<file path="src/rtl/seq_matcher.sv">
// Serial pattern finder: compares the newest eff_len qualified bits against bit_sequence.
// Optional feature macro SEQ_MATCHER_BEAT_STAMP_EN adds last_match_beat.
module seq_matcher #(
  parameter int SEQUENCE_SIZE = 8,
  parameter int COUNT_WIDTH   = 8,
  parameter int LEN_W         = $clog2(SEQUENCE_SIZE + 1)
) (
  input  logic                     clk,
  input  logic                     rst_n,
  input  logic                     serial_in,
  input  logic                     in_valid,
  input  logic [SEQUENCE_SIZE-1:0] bit_sequence,
  input  logic [LEN_W-1:0]         seq_len,
  input  logic                     overlap_en,
  input  logic                     clear,
  output logic                     sqce_found,
  output logic [COUNT_WIDTH-1:0]   match_count,
  output logic                     armed
`ifdef SEQ_MATCHER_BEAT_STAMP_EN
  ,
  output logic [COUNT_WIDTH-1:0]   last_match_beat
`endif
);

  localparam logic [LEN_W-1:0]       SEQ_MAX   = LEN_W'(SEQUENCE_SIZE);
  localparam logic [COUNT_WIDTH-1:0] COUNT_MAX = '1;

  typedef enum logic {FILL, ARMED} state_t;

  state_t                   state, state_next;
  logic [SEQUENCE_SIZE-1:0] sr, sr_next;
  logic [LEN_W-1:0]         fill_cnt, fill_next, fill_upd;
  logic [LEN_W-1:0]         eff_len;
  logic                     pattern_ok;
  logic                     hit;

  // Out-of-range lengths fall back to the full window.
  always_comb begin
    eff_len = seq_len;
    if (seq_len == '0 || seq_len > SEQ_MAX) begin
      eff_len = SEQ_MAX;
    end
  end

  always_comb begin
    sr_next   = sr;
    fill_next = fill_cnt;
    if (in_valid) begin
      sr_next = {sr[SEQUENCE_SIZE-2:0], serial_in};
      if (fill_cnt != SEQ_MAX) begin
        fill_next = fill_cnt + LEN_W'(1);
      end
    end
  end

  // Bits at or above eff_len are masked out of the comparison.
  always_comb begin
    pattern_ok = 1'b1;
    for (int i = 0; i < SEQUENCE_SIZE; i++) begin
      if (LEN_W'(i) < eff_len && sr_next[i] != bit_sequence[i]) begin
        pattern_ok = 1'b0;
      end
    end
    hit = in_valid && (fill_next >= eff_len) && pattern_ok;
  end

  always_comb begin
    state_next = state;
    fill_upd   = fill_next;
    if (hit && !overlap_en) begin
      state_next = FILL;
      fill_upd   = '0;
    end else if (fill_next >= eff_len) begin
      state_next = ARMED;
    end else begin
      state_next = FILL;
    end
  end

  always_ff @(posedge clk) begin
    if (!rst_n || clear) begin
      state       <= FILL;
      sr          <= '0;
      fill_cnt    <= '0;
      sqce_found  <= 1'b0;
      match_count <= '0;
    end else begin
      state      <= state_next;
      sr         <= sr_next;
      fill_cnt   <= fill_upd;
      sqce_found <= hit;
      if (hit && match_count != COUNT_MAX) begin
        match_count <= match_count + COUNT_WIDTH'(1);
      end
    end
  end

  assign armed = (state == ARMED);

`ifdef SEQ_MATCHER_BEAT_STAMP_EN
  logic [COUNT_WIDTH-1:0] beat_cnt;

  // Beat index counts every qualified bit and wraps; the hit stamps the completing beat.
  always_ff @(posedge clk) begin
    if (!rst_n || clear) begin
      beat_cnt        <= '0;
      last_match_beat <= '0;
    end else begin
      if (in_valid) begin
        beat_cnt <= beat_cnt + COUNT_WIDTH'(1);
      end
      if (hit) begin
        last_match_beat <= beat_cnt;
      end
    end
  end
`endif

endmodule
</file>
<file path="config.mk">
export PLATFORM = sky130hd
export DESIGN_NAME = seq_matcher
export DESIGN_NICKNAME = d
export VERILOG_FILES = /design/src/rtl/seq_matcher.sv
export SDC_FILE = /design/constraint.sdc
export NUM_CORES = 1
export LEC_CHECK = 0
export CAP_MARGIN = 15
export CORE_MARGIN = 8
export CORE_UTILIZATION = 45
export CTS_BUF_LIST = sky130_fd_sc_hd__clkbuf_16
export DETAILED_ROUTE_END_ITERATION = 12
export PLACE_DENSITY = 0.74
export SYNTH_ARGS = -nofsm -noshare
export SYNTH_HDL_FRONTEND = slang
export SYNTH_SLANG_ARGS = --single-unit
</file>
<file path="constraint.sdc">
create_clock -name clk -period 3.6 [get_ports clk]
set_clock_uncertainty 0.1 [all_clocks]
set_input_delay 0.72 -clock clk [delete_from_list [all_inputs] [get_ports clk]]
set_output_delay 0.72 -clock clk [all_outputs]
set_load 0.05 [all_outputs]
</file>
# Word level (Yosys, flattened, before mapping)
# Index checks and enable logic that the tools add are counted.
totals:
  latchBits: 0
  reg_bits: 22
  elab_cells: 58
  n_memories: 0
  rom_bits: 0
  out_inout_bits: 10
  in_bits: 18
  ram_bits: 0
classes:
  mux: 13
  div: 0
  magnitude_cmp: 10
  n_shift: 0
  bitwise: 0
  add_sub_neg: 2
  reduce_logical: 18
  n_eq_ne: 10
  n_mul: 0
op_table:
  columns: ["op", "count"]
  rows:
  - ["3-bit by 4-bit less-than comparator with 1-bit output (first input constant)", 4]
  - ["1-bit logical AND", 12]
  - ["4-bit two-way mux", 3]
  - ["1-bit two-way mux", 9]
  - ["8-bit by 1-bit adder with 8-bit output (second input constant)", 1]
  - ["1-bit by 4-bit less-than comparator with 1-bit output (first input constant)", 2]
  - ["2-bit by 4-bit less-than comparator with 1-bit output (first input constant)", 2]
  - ["8-bit two-way mux", 1]
  - ["1-bit != test", 8]
  - ["8-bit != test (second input constant)", 1]
  - ["4-bit by 1-bit adder with 4-bit output (second input constant)", 1]
  - ["4-bit greater-or-equal comparator", 1]
  - ["4-bit greater-than comparator (second input constant)", 1]
  - ["4-bit logical NOT", 1]
  - ["4-bit != test (second input constant)", 1]
  - ["1-bit logical NOT", 2]
  - ["1-bit logical OR", 2]
  - ["2-bit OR reduction", 1]

# Longest topological paths before layout
# Gate-level depths: netlist of run 1.
depth:
  ltp_word: 16
  mapped_depth: 14
  ltp_nobuf: 13

# Worst setup path before layout of run 1
# No wires, ideal clock.
synth_path:
  path_type: "in2reg"
  startpoint: "input port in_valid"
  endpoint: "register match_count[5]"
  path_slack_ns: 0.203
  arrival_ns: 3.227
  setup_time_ns: 0.071
  n_path_buf: 2
  required_ns: 3.429
  stages: 12
  path_cell_list: "buf_6 > buf_2 > o21ai_0 > xnor2_1 > ha_1 > nand2b_1 > a21oi_1 > o21a_1 > nand3b_1 > or4_4 > or4_1 > a21oi_1"
synth_between:
  elab_chain_len: 13
  elab_cells_between_ends: 30
  cone_classes: "order compare: 1; eq/ne: 8; mux: 10; reduce/logical: 11"
synth_lines:
  columns: ["element", "line_no", "text"]
  rows:
  - ["start: declaration", "11", "input logic in_valid,"]
  - ["8-bit two-way mux", "48", "if (in_valid) begin"]
  - ["1-bit != test", "60", "if (LEN_W'(i) < eff_len && sr_next[i] != bit_sequence[i]) begin"]
  - ["1-bit logical AND", "60", null]
  - ["1-bit two-way mux (8 in a row)", "60", null]
  - ["1-bit logical AND *", "64", "hit = in_valid && (fill_next >= eff_len) && pattern_ok;"]
  - ["1-bit logical AND *", "92", "if (hit && match_count != COUNT_MAX) begin"]
  - ["end signal: assignment", "93", "match_count <= match_count + COUNT_WIDTH'(1);"]
  - ["end: declaration", "17", "output logic [COUNT_WIDTH-1:0] match_count,"]
# Every way passes the cells marked *; elsewhere a longest branch is shown, timed or not.
# A chain may end at the register's enable or synchronous reset.

# Worst setup path after layout of run 1
layout_path:
  startpoint: "input port seq_len[1]"
  endpoint: "register match_count[2]"
layout_between:
  elab_chain_len: 15
  elab_cells_between_ends: 32
  cone_classes: "order compare: 10; mux: 9; reduce/logical: 13"
layout_lines:
  columns: ["element", "line_no", "text"]
  rows:
  - ["start: declaration", "13", "input logic [LEN_W-1:0] seq_len,"]
  - ["4-bit greater-than comparator / 4-bit logical NOT (equally long branches)", "40", "if (seq_len == '0 || seq_len > SEQ_MAX) begin"]
  - ["1-bit logical OR", "40", null]
  - ["4-bit two-way mux *", "40", null]
  - ["1-bit by 4-bit less-than comparator with 1-bit output", "60", null]
  - ["1-bit logical AND", "60", null]
  - ["1-bit two-way mux (8 in a row)", "60", null]
  - ["1-bit logical AND *", "64", null]
  - ["1-bit logical AND *", "92", null]
# Marked as above.

==> results.json, run 1 <==
{
  "status": "completed",
  "fin_hold_ws_ns": 0.398,
  "cp.arrival_ns": 3.49,
  "worstSetupStartpointType": "input port",
  "critPathMaxStageDelay_ns": 0.54,
  "path_max_fanout": 5,
  "min_from": "match_count[4]$_SDFFE_PP0P_",
  "ys_types": 38,
  "die_h_um": 69.1,
  "hold_class": "flip-flop to flip-flop",
  "pre_cts_ws_ns": -0.229,
  "root_buffer": "clkbuf_16",
  "holdPathStages": 2,
  "rsz0062_at_grt": "no",
  "setup_slack_ns": 0.171,
  "clk_latency_ns": 0.25,
  "post-dp-hpwl_mm": 2.43,
  "worstSetupEndpointType": "flip-flop",
  "ir_drop_uv": 244,
  "io_pins": 28,
  "area_growth_pct": 38.1,
  "cap_violations": 0,
  "cp_num_buf_inv": 1,
  "synth-seq-cells": 22,
  "port_buffers": 27,
  "post_drt_wl_per_cell_um": 14.7,
  "cts_tree": "done",
  "final_hold_viol_count": 0,
  "hold_buffers": 0,
  "power_density_nw_per_um2": 321,
  "htreeDepth": 1,
  "tns_ns": 0,
  "synth_area_um2": 1270,
  "reg2regPathDepth": 13,
  "p_leak_uw": 0.000669,
  "post-route-period-util": 0.952,
  "whs_endpoint": "match_count[4]$_SDFFE_PP0P_",
  "slew-limit-headroom": 0.436,
  "wl_mm": 3.18,
  "r2r-start": "fill_cnt[0]$_SDFF_PP0_",
  "drc": 0,
  "vias": 1177,
  "cp_top_family": "simple AND/OR/NAND/NOR gates",
  "cts.path.max_buffers": 2,
  "grt_max_degree": 23,
  "antennaDiodeCount": 0,
  "cts_buffers": 3,
  "place_congestion": 0.768,
  "cpMaxStageDelayCell": "or4_4",
  "min_period_ns": 3.43,
  "syn_avg_cell_area_um2": 8.80,
  "ant_nets": 0,
  "nets": 212,
  "timing.reg2reg.setup_slack_ns": 0.42,
  "final_cell_mix": "clkdlybuf4s50_1 (26), dfxtp_1 (22), buf_4 (16)",
  "grtUsageTotal": 0.126,
  "grt_pass1_vias": 1151,
  "fillers": 239,
  "r2r-end": "match_count[2]$_SDFFE_PP0P_",
  "drive_gt1_frac": 0.129,
  "worst_ep_required_time_ns": 3.66,
  "firstDrtPassIters": 4,
  "synth_seq_area_share": 0.347,
  "fmaxAchievable_ghz": 0.292,
  "path_clk_slew_ns": 0.06,
  "grt_pass1_wl_mm": 5.26,
  "antenna_found_initial": 0,
  "start_util": 0.468,
  "setup_violations": 0,
  "vias_per_cell": 5.42,
  "die_area_um2": 4770,
  "drtIter0Drc": 45,
  "grt_overflow": 0,
  "core_area_um2": 2710,
  "fp.dieW_um": 69.1,
  "path_class": "input port to flip-flop",
  "synth_fp_nets": 169,
  "crit_chain": "clkdlybuf4s50_1, nor3_1, nor2_1, ha_1, nand2_1, o21a_1, nand3b_1, or4_4, or4_1, a21oi_1",
  "final_common_cell": "clkdlybuf4s50_1",
  "rows": 19,
  "synthCells": 144,
  "cts.sinks": 22,
  "slew_viol_final": 0,
  "worstMarginPinSlew_ns": 0.846,
  "power_uw": 562,
  "yosys_warnings": 0
}
-- cell families after synthesis --
family / after synthesis / share of synthesized area
compound gates: 29 / 0.146
xor+xnor: 12 / 0.0829
flops: 22 / 0.347
buf+inv: 10 / 0.0424
simple gates: 55 / 0.235
mux: 9 / 0.0770
fa+ha+maj: 7 / 0.0691
-- tightest hold or removal path, cell delays in order, from the launching register on --
cell,delay (ns)
dfxtp_1,0.32
o31ai_1,0.07
a21oi_1,0.06
-- cell usage after synthesis --
cell type  number  share of area
a211oi_1        2          0.012
a21o_1          1         0.0059
a21oi_1         9          0.036
a22o_1          1         0.0069
a31oi_1         2         0.0099
a41oi_1         1         0.0069
and2_1          1         0.0049
and3_1          3          0.015
and4_1          1         0.0069
buf_2           1         0.0039
buf_6           2          0.018
clkbuf_1        3         0.0089
dfxtp_1        22           0.35
ha_1            7          0.069
inv_1           4          0.012
mux2i_1         7          0.055
mux2i_2         2          0.022
nand2_1        11          0.033
nand2b_1        4          0.020
nand3_1         3          0.012
nand3b_1        3          0.018
nand4_1         2         0.0099
nor2_1         12          0.036
nor2b_1         1         0.0049
nor3_1          4          0.016
nor3b_1         3          0.018
nor4_1          1         0.0049
o211ai_1        1         0.0059
o21a_1          1         0.0059
o21ai_0         4          0.016
o21ai_1         2         0.0079
o22ai_2         1         0.0099
o31ai_1         4          0.024
or3_1           1         0.0049
or4_1           4          0.024
or4_4           1         0.0089
xnor2_1        10          0.069
xor2_1          2          0.014
-- layer usage --
layer | GRT usage | wire length, µm
met5 | 0 | 0
met4 | 0.0342 | 16
met3 | 0.0258 | 106
met2 | 0.231 | 1660
met1 | 0.143 | 1400
-- power by group --
part | leakage, µW | switching, µW | internal [µW] | total, µW
combinational | 0.000453 | 34.5 | 43.9 | 78.4
sequential | 0.000177 | 1.07 | 245 | 246
clock | 0.0000385 | 89.1 | 148 | 237
-- sequential cells by signal (all words and copies together), names as in the netlist --
name / count
sqce_found: 1
armed: 1
sr: 8
fill_cnt: 4
match_count: 8
-- stage by stage --
stage	utilization	std cells	instance area (µm²)
after floorplan	-	144	1270
after global placement	0.609	211	1650
after detailed placement	0.609	211	1650
after CTS	0.638	215	1730
after global routing	0.646	217	1750
final	0.646	217	1750
-- area by class of cell --
class	count	area (µm²)	area share
clock buffer	3	75.1	0.0429
sequential	22	440	0.252
multi-input combinational	113	785	0.448
inverter	4	15.0	0.00858
timing repair buffer	43	393	0.224
tap	31	38.8	0.0222
clock inverter	1	3.75	0.00214
-- how the worst max path moves through the flow --
stage,from,depth (start not counted),to
5_1_grt,seq_len[1],10,match_count[2]$_SDFFE_PP0P_
4_1_cts,in_valid,12,match_count[5]$_SDFFE_PP0P_
2_1_floorplan,in_valid,12,match_count[5]$_SDFFE_PP0P_
6_report,seq_len[1],10,match_count[2]$_SDFFE_PP0P_
3_3_place_gp,in_valid,12,match_count[5]$_SDFFE_PP0P_
3_5_place_dp,in_valid,12,match_count[2]$_SDFFE_PP0P_
-- timing repair --
action | 4_1_cts | 5_1_grt
endpoints found under the setup margin | 0 | 4
resized for setup | 0 | 2
buffers inserted | 0 | 1
(Power assumes the default switching activity.)
==> run 2: changes to the inputs <==
--- a/config.mk
+++ b/config.mk
@@ -7,10 +7,10 @@
 export LEC_CHECK = 0
 export CAP_MARGIN = 15
 export CORE_MARGIN = 8
-export CORE_UTILIZATION = 45
+export CORE_UTILIZATION = 49
 export CTS_BUF_LIST = sky130_fd_sc_hd__clkbuf_16
 export DETAILED_ROUTE_END_ITERATION = 12
-export PLACE_DENSITY = 0.74
+export PLACE_DENSITY = 0.8
 export SYNTH_ARGS = -nofsm -noshare
 export SYNTH_HDL_FRONTEND = slang
 export SYNTH_SLANG_ARGS = --single-unit
==> run 2 against run 1 <==
  * Count of clock-buffer cells in the layout unchanged
  * Worst hold slack got worse by 0.0019 ns
  * Critical path type unchanged
  * Final area down 0.86%
  * Clock power up 30%
  * Sequential cell count is the same
  * Combinational power fell by 3.8%
  * First-iteration DRC count shrank 27%
  * Wire length fell by 3.8%
  * Largest power group is now clock
  * Register-to-register slack lost 0.04 ns
  * Core utilization grew 6.1 points
  * Die area shrank 6.3%
  * Critical path depth increased by 1
==> results.json, run 2 (synthesis gave the netlist of run 1 again) <==
{
  "reg2regPathDepth": 13,
  "ant_nets": 0,
  "cap_violations": 0,
  "ir_drop_uv": 321,
  "port_buffers": 27,
  "p_leak_uw": 0.000654,
  "place_congestion": 0.860,
  "vias": 1189,
  "path_class": "input port to flip-flop",
  "vias_per_cell": 5.64,
  "grt_max_degree": 23,
  "cts_tree": "done",
  "fmaxAchievable_ghz": 0.290,
  "area_growth_pct": 36.9,
  "firstDrtPassIters": 4,
  "cts_buffers": 3,
  "path_clk_slew_ns": 0.06,
  "tns_ns": 0,
  "final_cell_mix": "clkdlybuf4s50_1 (26), dfxtp_1 (22), nor2_1 (12), buf_4 (12), nand2_1 (11)",
  "setup_violations": 0,
  "fillers": 196,
  "rows": 18,
  "worst_ep_required_time_ns": 3.67,
  "drive_gt1_frac": 0.116,
  "start_util": 0.516,
  "largestRegisters": "match_count x8, sr x8, fill_cnt x4",
  "power_density_nw_per_um2": 363,
  "cts.path.max_buffers": 2,
  "setup_slack_ns": 0.152,
  "hold_buffers": 0,
  "root_buffer": "clkbuf_16",
  "grtUsageTotal": 0.148,
  "slew_viol_final": 0,
  "holdPathStages": 2,
  "die_h_um": 66.9,
  "cts.sinks": 22,
  "r2r-end": "match_count[5]$_SDFFE_PP0P_",
  "final_common_cell": "clkdlybuf4s50_1",
  "clk_latency_ns": 0.25,
  "fp.dieW_um": 66.9,
  "drtIter0Drc": 33,
  "grt_pass1_wl_mm": 5.23,
  "pre_cts_ws_ns": -0.265,
  "path_max_fanout": 7,
  "cp.arrival_ns": 3.51,
  "antenna_found_initial": 0,
  "min_period_ns": 3.45,
  "core_area_um2": 2450,
  "fin_hold_ws_ns": 0.396,
  "final_hold_viol_count": 0,
  "worstSetupStartpointType": "input port",
  "multi_input_area_um2": 778,
  "hold_class": "flip-flop to flip-flop",
  "antennaDiodeCount": 0,
  "worstMarginPinSlew_ns": 0.832,
  "status": "completed",
  "worstSetupEndpointType": "flip-flop",
  "post_drt_wl_per_cell_um": 14.5,
  "nets": 207,
  "register_area_um2": 440,
  "die_area_um2": 4470,
  "slew-limit-headroom": 0.445,
  "grt_overflow": 0,
  "min_from": "match_count[4]$_SDFFE_PP0P_",
  "rsz0062_at_grt": "no",
  "io_pins": 28,
  "htreeDepth": 1,
  "post-route-period-util": 0.958,
  "grt_pass1_vias": 1182,
  "utilization": 0.707,
  "timing.reg2reg.setup_slack_ns": 0.38,
  "wl_mm": 3.06,
  "r2r-start": "fill_cnt[0]$_SDFF_PP0_",
  "post-dp-hpwl_mm": 2.35,
  "whs_endpoint": "match_count[4]$_SDFFE_PP0P_",
  "drc": 0
}
run 2: cell types whose count changed in the layout (fill, tap and decap cells not counted):
cell,change
nor3_2,+1
buf_4,-4
dlygate4sd2_1,+1
clkinv_1,-1
bufinv_16,+1
dlymetal6s2s_1,-1
nor3_1,-1
or4_4,-1
run 2: area by class of cell:
class / instances / area share
repair buffers: 39 / 0.207
inverters: 4 / 0.00865
flip-flops and latches: 22 / 0.254
clock buffers: 3 / 0.0433
clock inverters: 1 / 0.0173
well taps: 30 / 0.0216
multi-input cells: 112 / 0.448
run 2: repair_timing:
action                                  4_1_cts  5_1_grt
endpoints found under the hold margin         0        0
pin swaps                                     0        1
gates cloned                                  0        0
buffers inserted                              0        0
resized for setup                             1        1
endpoints found under the setup margin        4        5
run 2: how the worst max path moves through the flow:
stage | startpoint | end | slack [ns]
detailed placement | in_valid | match_count[3]$_SDFFE_PP0P_ | -0.27
global placement | in_valid | match_count[3]$_SDFFE_PP0P_ | -0.12
CTS | seq_len[1] | match_count[5]$_SDFFE_PP0P_ | 0.05
global route | seq_len[0] | match_count[3]$_SDFFE_PP0P_ | 0.05
floorplan | in_valid | match_count[5]$_SDFFE_PP0P_ | 0.20
finish | seq_len[0] | match_count[5]$_SDFFE_PP0P_ | 0.15
run 2: stage by stage:
| step | cell area [µm²] | instances | power, µW |
|---|---|---|---|
| 2_1_floorplan | 1270 | 144 | 290 |
| 3_5_place_dp | 1630 | 207 | 326 |
| 4_1_cts | 1730 | 211 | 634 |
| 3_3_place_gp | 1630 | 207 | 323 |
| 5_1_grt | 1740 | 211 | 654 |
| 6_report | 1740 | 211 | 629 |
run 2: metal layers:
layer  vias up  track usage  wire length (µm)
met5         -            0                 0
met4         0       0.0705                63
met3         9       0.0336               148
met2        25        0.265              1610
met1       566        0.159              1250
li1        589            -                 -
run 2: power by group:
part / switching [µW] / total (µW) / internal [µW] / leakage (µW)
sequential: 1.03 / 246 / 245 / 0.000177
combinational: 33.6 / 75.4 / 41.8 / 0.000425
clock: 87.0 / 308 / 221 / 0.0000511
total: 122 / 629 / 508 / 0.000654
run 2: worst max-delay path, stage by stage:
cell	delay [ns]
clkdlybuf4s50_1	0.45
buf_4	0.18
nor2b_1	0.13
ha_1	0.27
nand2b_1	0.11
a21oi_1	0.07
o21a_1	0.18
nand3b_1	0.18
or4_4	0.54
or4_1	0.52
a21oi_1	0.16
==> run 3: changes to the inputs <==
--- a/config.mk
+++ b/config.mk
@@ -6,11 +6,11 @@
 export NUM_CORES = 1
 export LEC_CHECK = 0
 export CAP_MARGIN = 15
-export CORE_MARGIN = 8
+export CORE_MARGIN = 5
 export CORE_UTILIZATION = 49
 export CTS_BUF_LIST = sky130_fd_sc_hd__clkbuf_16
 export DETAILED_ROUTE_END_ITERATION = 12
-export PLACE_DENSITY = 0.8
+export PLACE_DENSITY = 0.79
 export SYNTH_ARGS = -nofsm -noshare
 export SYNTH_HDL_FRONTEND = slang
 export SYNTH_SLANG_ARGS = --single-unit
==> run 3 against run 2 <==
  * Sequential power about the same
  * Sequential cell count is the same
  * Final area down 0.86%
  * Core utilization shrank 1.2 points
  * First-iteration DRC count is 33% higher
==> results.json, run 3 (synthesis gave the netlist of run 1 again) <==
{
  "status": "completed",
  "met3_usage": 0.0362,
  "internal-power_uw": 434,
  "port_buffers": 27,
  "switchingPower_uw": 118,
  "io_pins": 28,
  "tns_ns": 0,
  "grtUsageTotal": 0.176,
  "stdcell_area_um2": 1720,
  "antennaDiodeCount": 0,
  "grt_pass1_vias": 1220,
  "grt_max_degree": 23,
  "clk_latency_ns": 0.25,
  "power_uw": 553,
  "wl_mm": 2.98,
  "worstSetupEndpointType": "flip-flop",
  "firstDrtPassIters": 4,
  "grt_busiest_layer": "met2",
  "post-route-period-util": 0.942,
  "cp.arrival_ns": 3.46,
  "cts.sinks": 22,
  "post-dp-hpwl_mm": 2.19,
  "worstMarginPinSlew_ns": 0.819,
  "die_area_um2": 3700,
  "p_leak_uw": 0.000647,
  "fmaxAchievable_ghz": 0.295,
  "met2_usage": 0.310,
  "placed_cell_area_um2": 1630,
  "power_density_nw_per_um2": 321,
  "utilization": 0.694,
  "post_drt_wl_per_cell_um": 14.1,
  "vias": 1194,
  "final_hold_viol_count": 0,
  "nets": 207,
  "grt_pass1_wl_mm": 4.99,
  "switching_share": 0.214,
  "path_max_fanout": 8,
  "place_congestion": 0.862,
  "root_buffer": "clkbuf_16",
  "ir_drop_uv": 273,
  "p_comb_frac": 0.135,
  "hold_class": "flip-flop to flip-flop",
  "htreeDepth": 1,
  "rows": 18,
  "hold_buffers": 0,
  "setup_violations": 0,
  "drtIter0Drc": 44,
  "path_clk_slew_ns": 0.06,
  "rsz0062_at_grt": "no",
  "seqPwrFrac": 0.445,
  "placedCellCount": 207,
  "antenna_found_initial": 0,
  "drive_gt1_frac": 0.116,
  "cts_tree": "done",
  "min_period_ns": 3.39,
  "worst_ep_required_time_ns": 3.67,
  "path_class": "input port to flip-flop",
  "drc": 0,
  "cts_buffers": 3,
  "final_common_cell": "clkdlybuf4s50_1",
  "grt_overflow": 0,
  "fin_cells": 211,
  "area_growth_pct": 35.7,
  "core_area_um2": 2480,
  "final_cell_mix": "clkdlybuf4s50_1 (26), dfxtp_1 (22), nor2_1 (12)",
  "cts.path.max_buffers": 2,
  "cap_violations": 0,
  "clkPwrFrac": 0.419,
  "fp.dieW_um": 60.9,
  "slew-limit-headroom": 0.454,
  "grt.met1_usage": 0.202,
  "ant_nets": 0,
  "vias_per_cell": 5.66,
  "worstSetupStartpointType": "input port",
  "die_h_um": 60.9,
  "largestRegisters": "match_count x8, sr x8, fill_cnt x4",
  "slew_viol_final": 0,
  "start_util": 0.512
}
run 3: cell count changes in the layout (fill, tap and decap cells not counted), sizes merged:
cell          before  now
bufinv             1    0
clkinv             0    1
dlygate4sd2        1    0
dlymetal6s2s       0    1
run 3: power by group through the flow:
stage | Sequential [µW] | Combinational [µW] | Clock (µW)
floorplan | 253 | 36.7 | 0
global placement | 252 | 70.7 | 0
detailed placement | 252 | 72.2 | 0
CTS | 246 | 73.2 | 239
global route | 246 | 81.2 | 248
finish | 246 | 74.7 | 232
run 3: stage by stage:
step                worst slack, ns  hold WS (ns)
global placement             -0.138         0.377
CTS                          0.0984         0.396
detailed placement           -0.234         0.387
finish                        0.209         0.397
floorplan                     0.203         0.360
global route                 0.0483         0.444
run 3: what timing repair did:
| item | in CTS | in global routing |
|---|---|---|
| hold endpoints to repair | 0 | 0 |
| buffers inserted | 0 | 0 |
| pin swaps | 1 | 0 |
| endpoints found under the setup margin | 1 | 4 |
| resized for setup | 0 | 4 |
run 3: cell type report:
type	instances	area [µm²]
multi-input cells	112	782
flip-flops and latches	22	440
well taps	30	37.5
inverters	4	15.0
fillers	201	757
clock inverters	1	3.75
repair buffers	39	367
clock buffers	3	75.1
run 3: final timing paths:
path,start,end,slack [ns],cells after the start
max,seq_len[1],match_count[5]$_SDFFE_PP0P_,0.21,10
max reg2reg,fill_cnt[0]$_SDFF_PP0_,match_count[5]$_SDFFE_PP0P_,0.43,13
min,match_count[4]$_SDFFE_PP0P_,match_count[4]$_SDFFE_PP0P_,0.40,2
min reg2reg,match_count[4]$_SDFFE_PP0P_,match_count[4]$_SDFFE_PP0P_,0.40,2
run 3: routing by layer:
metal / up-vias / share of wire
met5: - / 0
met4: 0 / 0.012
met3: 6 / 0.047
met2: 28 / 0.51
met1: 564 / 0.43
li1: 596 / -
run 3: critical path, cell delays in order:
cell	delay, ns
clkdlybuf4s50_1	0.46
nor3_2	0.27
nor2_1	0.10
ha_1	0.30
nand2_1	0.05
o21a_1	0.19
nand3b_1	0.19
or4_4	0.49
or4_1	0.53
a21oi_1	0.16
